[src/rtl/keypad_multitap_scanner.sv]
// Matrix keypad scanner with debounce and phone-style multi-tap letter entry.
// Optional timeout auto-commit of the pending letter: define MULTITAP_AUTOCOMMIT_EN.
module keypad_multitap_scanner #(
  parameter int ROWS            = 4,
  parameter int COLS            = 4,
  parameter int LETTERS_PER_KEY = 4,
  parameter int SCAN_DIV        = 4,
  parameter int DEBOUNCE        = 5,
  parameter int TAP_TIMEOUT     = 150
) (
  input  logic            clk,
  input  logic            rst,
  output logic [COLS-1:0] col_out,
  input  logic [ROWS-1:0] row_in,
  output logic [7:0]      pending,
  output logic [7:0]      letter,
  output logic            letter_valid,
  output logic            submit,
  output logic            delete,
  output logic            error
);

  localparam int NKEYS = ROWS * COLS;
  localparam int KW    = $clog2(NKEYS);
  localparam int CW    = $clog2(COLS);
  localparam int TW    = $clog2(LETTERS_PER_KEY);
  localparam int DIVW  = (SCAN_DIV > 1) ? $clog2(SCAN_DIV) : 1;
  localparam int DBW   = $clog2(DEBOUNCE + 1);
  localparam int NGRP  = (26 + LETTERS_PER_KEY - 1) / LETTERS_PER_KEY;

  typedef enum logic [1:0] {S_SCAN, S_DEB_PRESS, S_HELD, S_DEB_REL} state_e;

  state_e          state_q, state_d;
  logic [ROWS-1:0] row_q, cap_q, cap_d;
  logic [CW-1:0]   col_q, col_d, samp_col_q;
  logic [DIVW-1:0] div_q, div_d;
  logic [DBW-1:0]  cnt_q, cnt_d;
  logic            mt_vld_q, mt_vld_d;
  logic [KW-1:0]   mt_key_q, mt_key_d;
  logic [TW-1:0]   mt_tap_q, mt_tap_d;
  logic [7:0]      letter_q, letter_d;
  logic            lv_q, lv_d, sub_q, sub_d, del_q, del_d, err_q, err_d;
  logic            key_evt, ghost_evt;
  logic [7:0]      pend_ascii;
  int              row_idx, key_idx, grp_size;

  // samp_col_q is the column that produced the value now sitting in row_q.
  always_comb begin
    state_d   = state_q;
    col_d     = col_q;
    div_d     = div_q;
    cnt_d     = cnt_q;
    cap_d     = cap_q;
    key_evt   = 1'b0;
    ghost_evt = 1'b0;
    case (state_q)
      S_SCAN: begin
        if (row_q != '0) begin
          state_d = S_DEB_PRESS;
          cap_d   = row_q;
          col_d   = samp_col_q;
          cnt_d   = '0;
          div_d   = '0;
        end else if (div_q == DIVW'(SCAN_DIV - 1)) begin
          div_d = '0;
          col_d = (col_q == CW'(COLS - 1)) ? '0 : col_q + 1'b1;
        end else begin
          div_d = div_q + 1'b1;
        end
      end
      S_DEB_PRESS: begin
        if (samp_col_q == col_q) begin
          if (row_q != cap_q) begin
            state_d = S_SCAN;
            div_d   = '0;
          end else if (cnt_q == DBW'(DEBOUNCE - 1)) begin
            state_d = S_HELD;
            if ($countones(cap_q) == 1) key_evt = 1'b1;
            else ghost_evt = 1'b1;
          end else begin
            cnt_d = cnt_q + 1'b1;
          end
        end
      end
      S_HELD: begin
        if (row_q == '0) begin
          state_d = S_DEB_REL;
          cnt_d   = '0;
        end
      end
      default: begin
        if (row_q != '0) begin
          state_d = S_HELD;
        end else if (cnt_q == DBW'(DEBOUNCE - 1)) begin
          state_d = S_SCAN;
          div_d   = '0;
        end else begin
          cnt_d = cnt_q + 1'b1;
        end
      end
    endcase
  end

  always_comb begin
    row_idx = 0;
    for (int i = 0; i < ROWS; i++) begin
      if (cap_q[i]) row_idx = i;
    end
    key_idx  = row_idx * COLS + int'(col_q);
    grp_size = 26 - int'(mt_key_q) * LETTERS_PER_KEY;
    if (grp_size > LETTERS_PER_KEY) grp_size = LETTERS_PER_KEY;
    pend_ascii = 8'h41 + 8'(mt_key_q) * 8'(LETTERS_PER_KEY) + 8'(mt_tap_q);
  end

`ifdef MULTITAP_AUTOCOMMIT_EN
  localparam int TMW = $clog2(TAP_TIMEOUT + 1);
  logic [TMW-1:0] tmr_q, tmr_d;
`endif

  always_comb begin
    mt_vld_d = mt_vld_q;
    mt_key_d = mt_key_q;
    mt_tap_d = mt_tap_q;
    letter_d = letter_q;
    lv_d     = 1'b0;
    sub_d    = 1'b0;
    del_d    = 1'b0;
    err_d    = ghost_evt;
    if (key_evt) begin
      if (key_idx == NKEYS - 1) begin
        if (mt_vld_q) begin
          lv_d     = 1'b1;
          letter_d = pend_ascii;
        end
        sub_d    = 1'b1;
        mt_vld_d = 1'b0;
      end else if (key_idx == NKEYS - 2) begin
        if (mt_vld_q) mt_vld_d = 1'b0;
        else del_d = 1'b1;
      end else if (key_idx < NGRP) begin
        if (mt_vld_q && mt_key_q == KW'(key_idx)) begin
          mt_tap_d = (int'(mt_tap_q) + 1 >= grp_size) ? '0 : mt_tap_q + 1'b1;
        end else begin
          if (mt_vld_q) begin
            lv_d     = 1'b1;
            letter_d = pend_ascii;
          end
          mt_vld_d = 1'b1;
          mt_key_d = KW'(key_idx);
          mt_tap_d = '0;
        end
      end else begin
        err_d = 1'b1;
      end
    end
`ifdef MULTITAP_AUTOCOMMIT_EN
    tmr_d = tmr_q;
    if (key_evt) begin
      tmr_d = '0;
    end else if (state_q == S_SCAN && mt_vld_q && tmr_q != TMW'(TAP_TIMEOUT)) begin
      tmr_d = tmr_q + 1'b1;
      if (tmr_q == TMW'(TAP_TIMEOUT - 1)) begin
        lv_d     = 1'b1;
        letter_d = pend_ascii;
        mt_vld_d = 1'b0;
      end
    end
`endif
  end

  always_ff @(posedge clk) begin
    if (rst) begin
      state_q    <= S_SCAN;
      row_q      <= '0;
      cap_q      <= '0;
      col_q      <= '0;
      samp_col_q <= '0;
      div_q      <= '0;
      cnt_q      <= '0;
      mt_vld_q   <= 1'b0;
      mt_key_q   <= '0;
      mt_tap_q   <= '0;
      letter_q   <= 8'h00;
      lv_q       <= 1'b0;
      sub_q      <= 1'b0;
      del_q      <= 1'b0;
      err_q      <= 1'b0;
`ifdef MULTITAP_AUTOCOMMIT_EN
      tmr_q      <= '0;
`endif
    end else begin
      state_q    <= state_d;
      row_q      <= row_in;
      cap_q      <= cap_d;
      col_q      <= col_d;
      samp_col_q <= col_q;
      div_q      <= div_d;
      cnt_q      <= cnt_d;
      mt_vld_q   <= mt_vld_d;
      mt_key_q   <= mt_key_d;
      mt_tap_q   <= mt_tap_d;
      letter_q   <= letter_d;
      lv_q       <= lv_d;
      sub_q      <= sub_d;
      del_q      <= del_d;
      err_q      <= err_d;
`ifdef MULTITAP_AUTOCOMMIT_EN
      tmr_q      <= tmr_d;
`endif
    end
  end

  always_comb begin
    col_out        = '0;
    col_out[col_q] = 1'b1;
  end

  assign pending      = mt_vld_q ? pend_ascii : 8'h00;
  assign letter       = letter_q;
  assign letter_valid = lv_q;
  assign submit       = sub_q;
  assign delete       = del_q;
  assign error        = err_q;

endmodule

[config.mk]
export PLATFORM = sky130hd
export DESIGN_NAME = keypad_multitap_scanner
export DESIGN_NICKNAME = d
export VERILOG_FILES = /design/src/rtl/keypad_multitap_scanner.sv
export SDC_FILE = /design/constraint.sdc
export NUM_CORES = 1
export LEC_CHECK = 0
export CAP_MARGIN = 0
export CORE_ASPECT_RATIO = 0.8
export CORE_MARGIN = 2
export CORE_UTILIZATION = 57
export DETAILED_ROUTE_END_ITERATION = 16
export DONT_BUFFER_PORTS = 1
export GPL_TIMING_DRIVEN = 0
export PLACE_DENSITY_LB_ADDON = 0.15
export SLEW_MARGIN = 20
export SYNTH_ARGS = -nofsm -noshare
export SYNTH_HDL_FRONTEND = slang
export SYNTH_SLANG_ARGS = --single-unit
export TNS_END_PERCENT = 50
[constraint.sdc]
create_clock -name clk -period 2.84 [get_ports clk]
set_clock_uncertainty 0.2 [all_clocks]
set_input_delay 0.71 -clock clk [delete_from_list [all_inputs] [get_ports clk]]
set_output_delay 0.71 -clock clk [all_outputs]
set_load 0.05 [all_outputs]
# ---- Word-level counts from Yosys, hierarchy flattened
# Cells that the tools add are included.
dict set report word_totals {
  regBits 38
  latchBits 0
  ramBits 0
  rom_bits 0
  in_bits 6
  output_inout_bits 24
  wordCells 143
  memories 0
}
dict set report op_classes {
  add_sub_neg 12
  mul 0
  div 0
  magnitude_cmp 5
  n_eq_ne 22
  n_shift 0
  n_mux 63
  n_bitwise 5
  n_reduce_logical 21
}
# op n
set op_table {}
lappend op_table {{$eq A32 B5 Y1 const B} 2}
lappend op_table {{$mux W30} 2}
lappend op_table {{$mux W8} 6}
lappend op_table {{$mux W2} 17}
lappend op_table {{$add A32 B3 Y32} 1}
lappend op_table {{$ge A4 B32 Y1} 1}
lappend op_table {{$lt A32 B4 Y1 const B} 1}
lappend op_table {{$mux W32} 1}
lappend op_table {{$mux W1} 27}
lappend op_table {{$reduce_and A5 Y1} 4}
lappend op_table {{$mux W3} 6}
lappend op_table {{$ne A2 B2 Y1 const B} 7}
lappend op_table {{$pmux W2 S3} 2}
lappend op_table {{$pmux W3 S3} 1}
lappend op_table {{$add A7 B6 Y8 const A} 1}
lappend op_table {{$add A8 B2 Y8} 1}
lappend op_table {{$reduce_and A4 Y1} 2}
lappend op_table {{$reduce_bool A4 Y1} 2}
lappend op_table {{$gt A7 B4 Y1 const B} 1}
lappend op_table {{$sub A5 B6 Y7 const A} 1}
lappend op_table {{$add A2 B1 Y2 const B} 3}
lappend op_table {{$eq A2 B2 Y1 const B} 3}
lappend op_table {{$ne A3 B3 Y1 const B} 2}
lappend op_table {{$reduce_bool A3 Y1} 2}
lappend op_table {{24 further kinds} 32}

# ---- Longest topological paths before layout
dict set report depth {
  depth_word 12
  mapped_depth 11
  ltp_nobuf 11
}

# ---- Worst setup path before layout
# OpenSTA, ideal clock, no wires.
dict set report synth_timing {
  path_type {register to register}
  startpoint {register cap_q[3]}
  endpoint {register mt_key_q[0]}
  setup_ps 123
  t_arrival_ps 2786
  t_required_ps 2517
  setup_slack_ps -269
  path_stages_with_launch 11
  path_buffers 1
  period_less_slack_ps 3109
  cell_sequence {dfxtp_1 -> clkbuf_1 -> inv_1 -> fa_1 -> inv_1 -> ha_1 -> ha_1 -> nor3b_1 -> nand4_1 -> nor2_1 -> mux2_1}
}
dict set report synth_via {
  elab_chain_cells 9
  word_cells_on_any_way 20
  cone_classes {add/sub (3); order compare (1); eq/ne (5); mux (6); bitwise (3); reduce/logical (2)}
}
# element line_no
set synth_lines {}
lappend synth_lines {{start, declared} 34} ;# logic [ROWS-1:0] row_q, cap_q, cap_d;
lappend synth_lines {{start signal, assigned} 194} ;# cap_q <= cap_d;
lappend synth_lines {{branches (longest 8 deep; another with $add A32 B3 Y32)} -}
lappend synth_lines {{$reduce_and A5 Y1 (no line) (*)} -}
lappend synth_lines {{end signal, assigned} 200} ;# mt_key_q <= mt_key_d;
lappend synth_lines {{end, declared} 39} ;# logic [KW-1:0] mt_key_q, mt_key_d;
# Mark *: on every way between the ends.
# A chain may end at the register's enable or synchronous reset.

# ---- Final worst setup path
dict set report layout_timing {
  startpoint {register cap_q[0]}
  endpoint {register letter_q[0] (netlist: letter[0])}
}
dict set report layout_via {
  elab_chain_cells 9
  word_cells_on_any_way 10
  cone_classes {add/sub (2); eq/ne (2); mux (5); reduce/logical (1)}
}
# element line_no
set layout_lines {}
lappend layout_lines {{$add A1 B1 Y2 (not written as such)} 78} ;# if ($countones(cap_q) == 1) key_evt = 1'b1;
lappend layout_lines {{$add A2 B2 Y3 (not written as such)} 78}
lappend layout_lines {{$eq A3 B1 Y1} 78}
lappend layout_lines {{$mux W1} 78}
lappend layout_lines {{$mux W1} 76} ;# end else if (cnt_q == DBW'(DEBOUNCE - 1)) begin
lappend layout_lines {{$mux W1 (*)} 73} ;# if (row_q != cap_q) begin
lappend layout_lines {{$mux W1 (*)} 72} ;# if (samp_col_q == col_q) begin
lappend layout_lines {{$mux W1 (*)} 56} ;# case (state_q)
lappend layout_lines {{$reduce_and A4 Y1 (no line) (*)} -}
lappend layout_lines {{end signal, assigned} 202} ;# letter_q <= letter_d;
lappend layout_lines {{end, declared} 41} ;# logic [7:0] letter_q, letter_d;
# Every way passes the cells marked *; elsewhere a longest branch is shown, timed or not.

==> metrics.txt <==
CTS sink cnt 38; DP Area approximately 0.0024 sq mm; fraction of layout cells with a size suffix above 1 17.2%; die area 0.00462 sq mm; critical path arrival 2.76 ns; ANT nets after route 0; Lkg Pwr between 1 and 1.5 nW; Warnings, synthesis 0; Post-Syn Nets 296; Tmin final between 2 and 3 ns; Final #Nets a little over 300; RD Place Congestion 0.837; first-pass GRT wire length between 8000 and 9000 um; Mapped Area 0.00233 sq mm; average size of a mapped cell between 8 and 9 sq um; Layout area overhead 14.1%; Final Hold Fails 0; clock-pin slew on the worst setup and hold paths 0.07 ns; Seq/Total Area, Yosys roughly a third; largest net degree at the start of global routing 13; drt total wl 5290 um; Final Slew Violations 0; CTS Root Cell clkbuf_8; FF-to-FF path depth 10; Worst Path Buf+Inv 3; max_slew headroom 37.3%; commonest non-fill, non-tap cell in the layout dfxtp_1; initial antenna violation count 0; vias per cell 5.77; Data required, critical path 2.87 ns; number of cells on the critical path 10; Cell variety after synth 56; # DRC 0; Final Setup Violations 0; grt total ovfl 0; fin worst setup slack between 0.1 and 0.15 ns; Worst path slowest cell fa_1; TritonCTS Buffers 5; top cell type's share of synthesized area 32.6%; Chip Height just over 60 um; Die W 75.5 um; Synth Register Bits 38; initial drt markers 95; Main synth FF type dfxtp_1; Final Cell Area 0.00266 sq mm; Yosys top cell by area dfxtp_1; CP Class register to register; vias in the first global route 1,801; Post-synth EDFFs 0; DRT Pass-1 Iters 4; CP delay by family, top adder cells; cells along the critical path inv_2 > fa_1 > inv_1 > ha_2 > ha_4 > nor3b_4 > nand4_1 > buf_6 > or3_1 > a21oi_1; max-cap violation count 0; H-tree lvl count 2; most frequent cells in the layout dfxtp_1, inv_1, nor2_1; Fill cells 323; Place WS -0.380 ns; routed via count 1,962; status completed; Global Route Usage Sum 24.6%; CTS tree built; ys async rst share 0%; worst hold stages 1; hpwl dp approximately 3700 um; Avg WL per Cell between 15 and 20 um; Crit Path Max Fanout 6; core area 0.00385 sq mm; CP endpoint kind register; worst slew pin tran 0.937 ns; Fmax 366 MHz; PwrDens a little under 700 mW/mm^2; Max Root-Sink Buffers 2; critical path's largest stage delay 0.52 ns; Setup crit start kind register; row count 20; Seq. cell area between 700 and 800 sq um; multi-input logic area 0.00149 sq mm; IO Pins 30; IO Port Bufs 0; Starting Density roughly 60%; period utilisation layout 96.3%; Mapped Cells 270; n_diodes 0; worst hold path class primary input to register; Worst-Skew Late Latency 0.30 ns; top cells by area, synth dfxtp_1, ha_1, nor2_1, a21oi_1, xor2_1; Peak VDD IR approximately 450 uV
synth_stat cells (4+ instances only):
| cell type | n |
|---|---|
| nor2b_1 | 8 |
| nand4_1 | 11 |
| nor3_1 | 6 |
| o21ai_1 | 8 |
| o21ai_0 | 5 |
| nand2b_1 | 6 |
| dfxtp_1 | 38 |
| nand3_1 | 4 |
| a21oi_1 | 16 |
| inv_1 | 20 |
| and2_1 | 4 |
| mux2i_1 | 4 |
| or3_1 | 5 |
| ha_1 | 19 |
| xor2_1 | 9 |
| xnor2_1 | 5 |
| nor2_1 | 22 |
| a22oi_1 | 4 |
| clkbuf_1 | 8 |
| nand2_1 | 15 |
cell families (layout without fill, tap and decap cells):
logic type | after synthesis | after routing | synth area share, %
and+or+nand+nor | 97 | 97 | 23.7
AOI/OAI and AO/OA | 61 | 61 | 17.6
buffers and inverters | 34 | 49 | 7.14
xor gates and xnor gates | 14 | 14 | 5.26
DFF | 38 | 38 | 32.6
adders and majority gates | 20 | 20 | 11.1
muxes | 6 | 6 | 2.68
stage by stage:
step	hold slack [ns]	util (%)	instances	setup TNS (ns)	total power [mW]
floorplan	0.250	-	270	0	1.22
global placement	0.261	62.5	325	-3.04	1.33
detailed placement	0.288	62.5	325	-3.38	1.35
CTS	0.272	67.8	337	0	1.78
global route	0.280	69.0	340	-0.00256	1.90
finish	0.290	69.0	340	0	1.79
timing repair:
| action | in CTS | in global routing |
|---|---|---|
| endpoints found under the setup margin | 18 | 15 |
| buffers inserted | 4 | 5 |
| hold buffers | 0 | 0 |
| pin swaps | 3 | 5 |
| gates resized for setup | 21 | 9 |
| gates cloned | 0 | 0 |
path summary, 6_finish.rpt:
path / start / end / slack [ns]
min reg2reg: cnt_q[1] / cnt_q[1] / 0.29
min: rst / samp_col_q[0] / 0.29
max reg2reg: cap_q[0] / letter[0] / 0.10
max: cap_q[0] / letter[0] / 0.10
power by group:
| part | internal, mW | switching [mW] | leakage (nW) |
|---|---|---|---|
| sequential | 0.581 | 0.0596 | 0.312 |
| combinational | 0.294 | 0.460 | 0.711 |
| clock | 0.195 | 0.200 | 0.0472 |
| total | 1.07 | 0.720 | 1.07 |
area by class of cell:
class / instances / area share [%]
clock inverters: 2 / 0.471
clock buffers: 6 / 3.11
inverters: 20 / 2.82
flip-flops and latches: 38 / 29.1
repair buffers: 9 / 2.54
multi-input cells: 198 / 55.9
plain buffers: 12 / 3.48
well taps: 55 / 2.59
flip-flops by register name (all words and copies together), names as in the netlist:
register,count
submit,1
cap_q,4
samp_col_q,2
mt_key_q,4
row_q,4
cnt_q,3
letter,8
delete,1
mt_vld_q,1
col_q,2
mt_tap_q,2
div_q,2
error,1
letter_valid,1
state_q,2
layer usage:
| metal | vias to the layer above | track usage (%) | routed length, um |
|---|---|---|---|
| li1 | 994 | - | - |
| met1 | 911 | 35.1 | 2590 |
| met2 | 49 | 36.4 | 2280 |
| met3 | 8 | 7.04 | 343 |
| met4 | 0 | 7.27 | 72 |
| met5 | - | 0 | 0 |
Power figures use the tool's default switching activity.
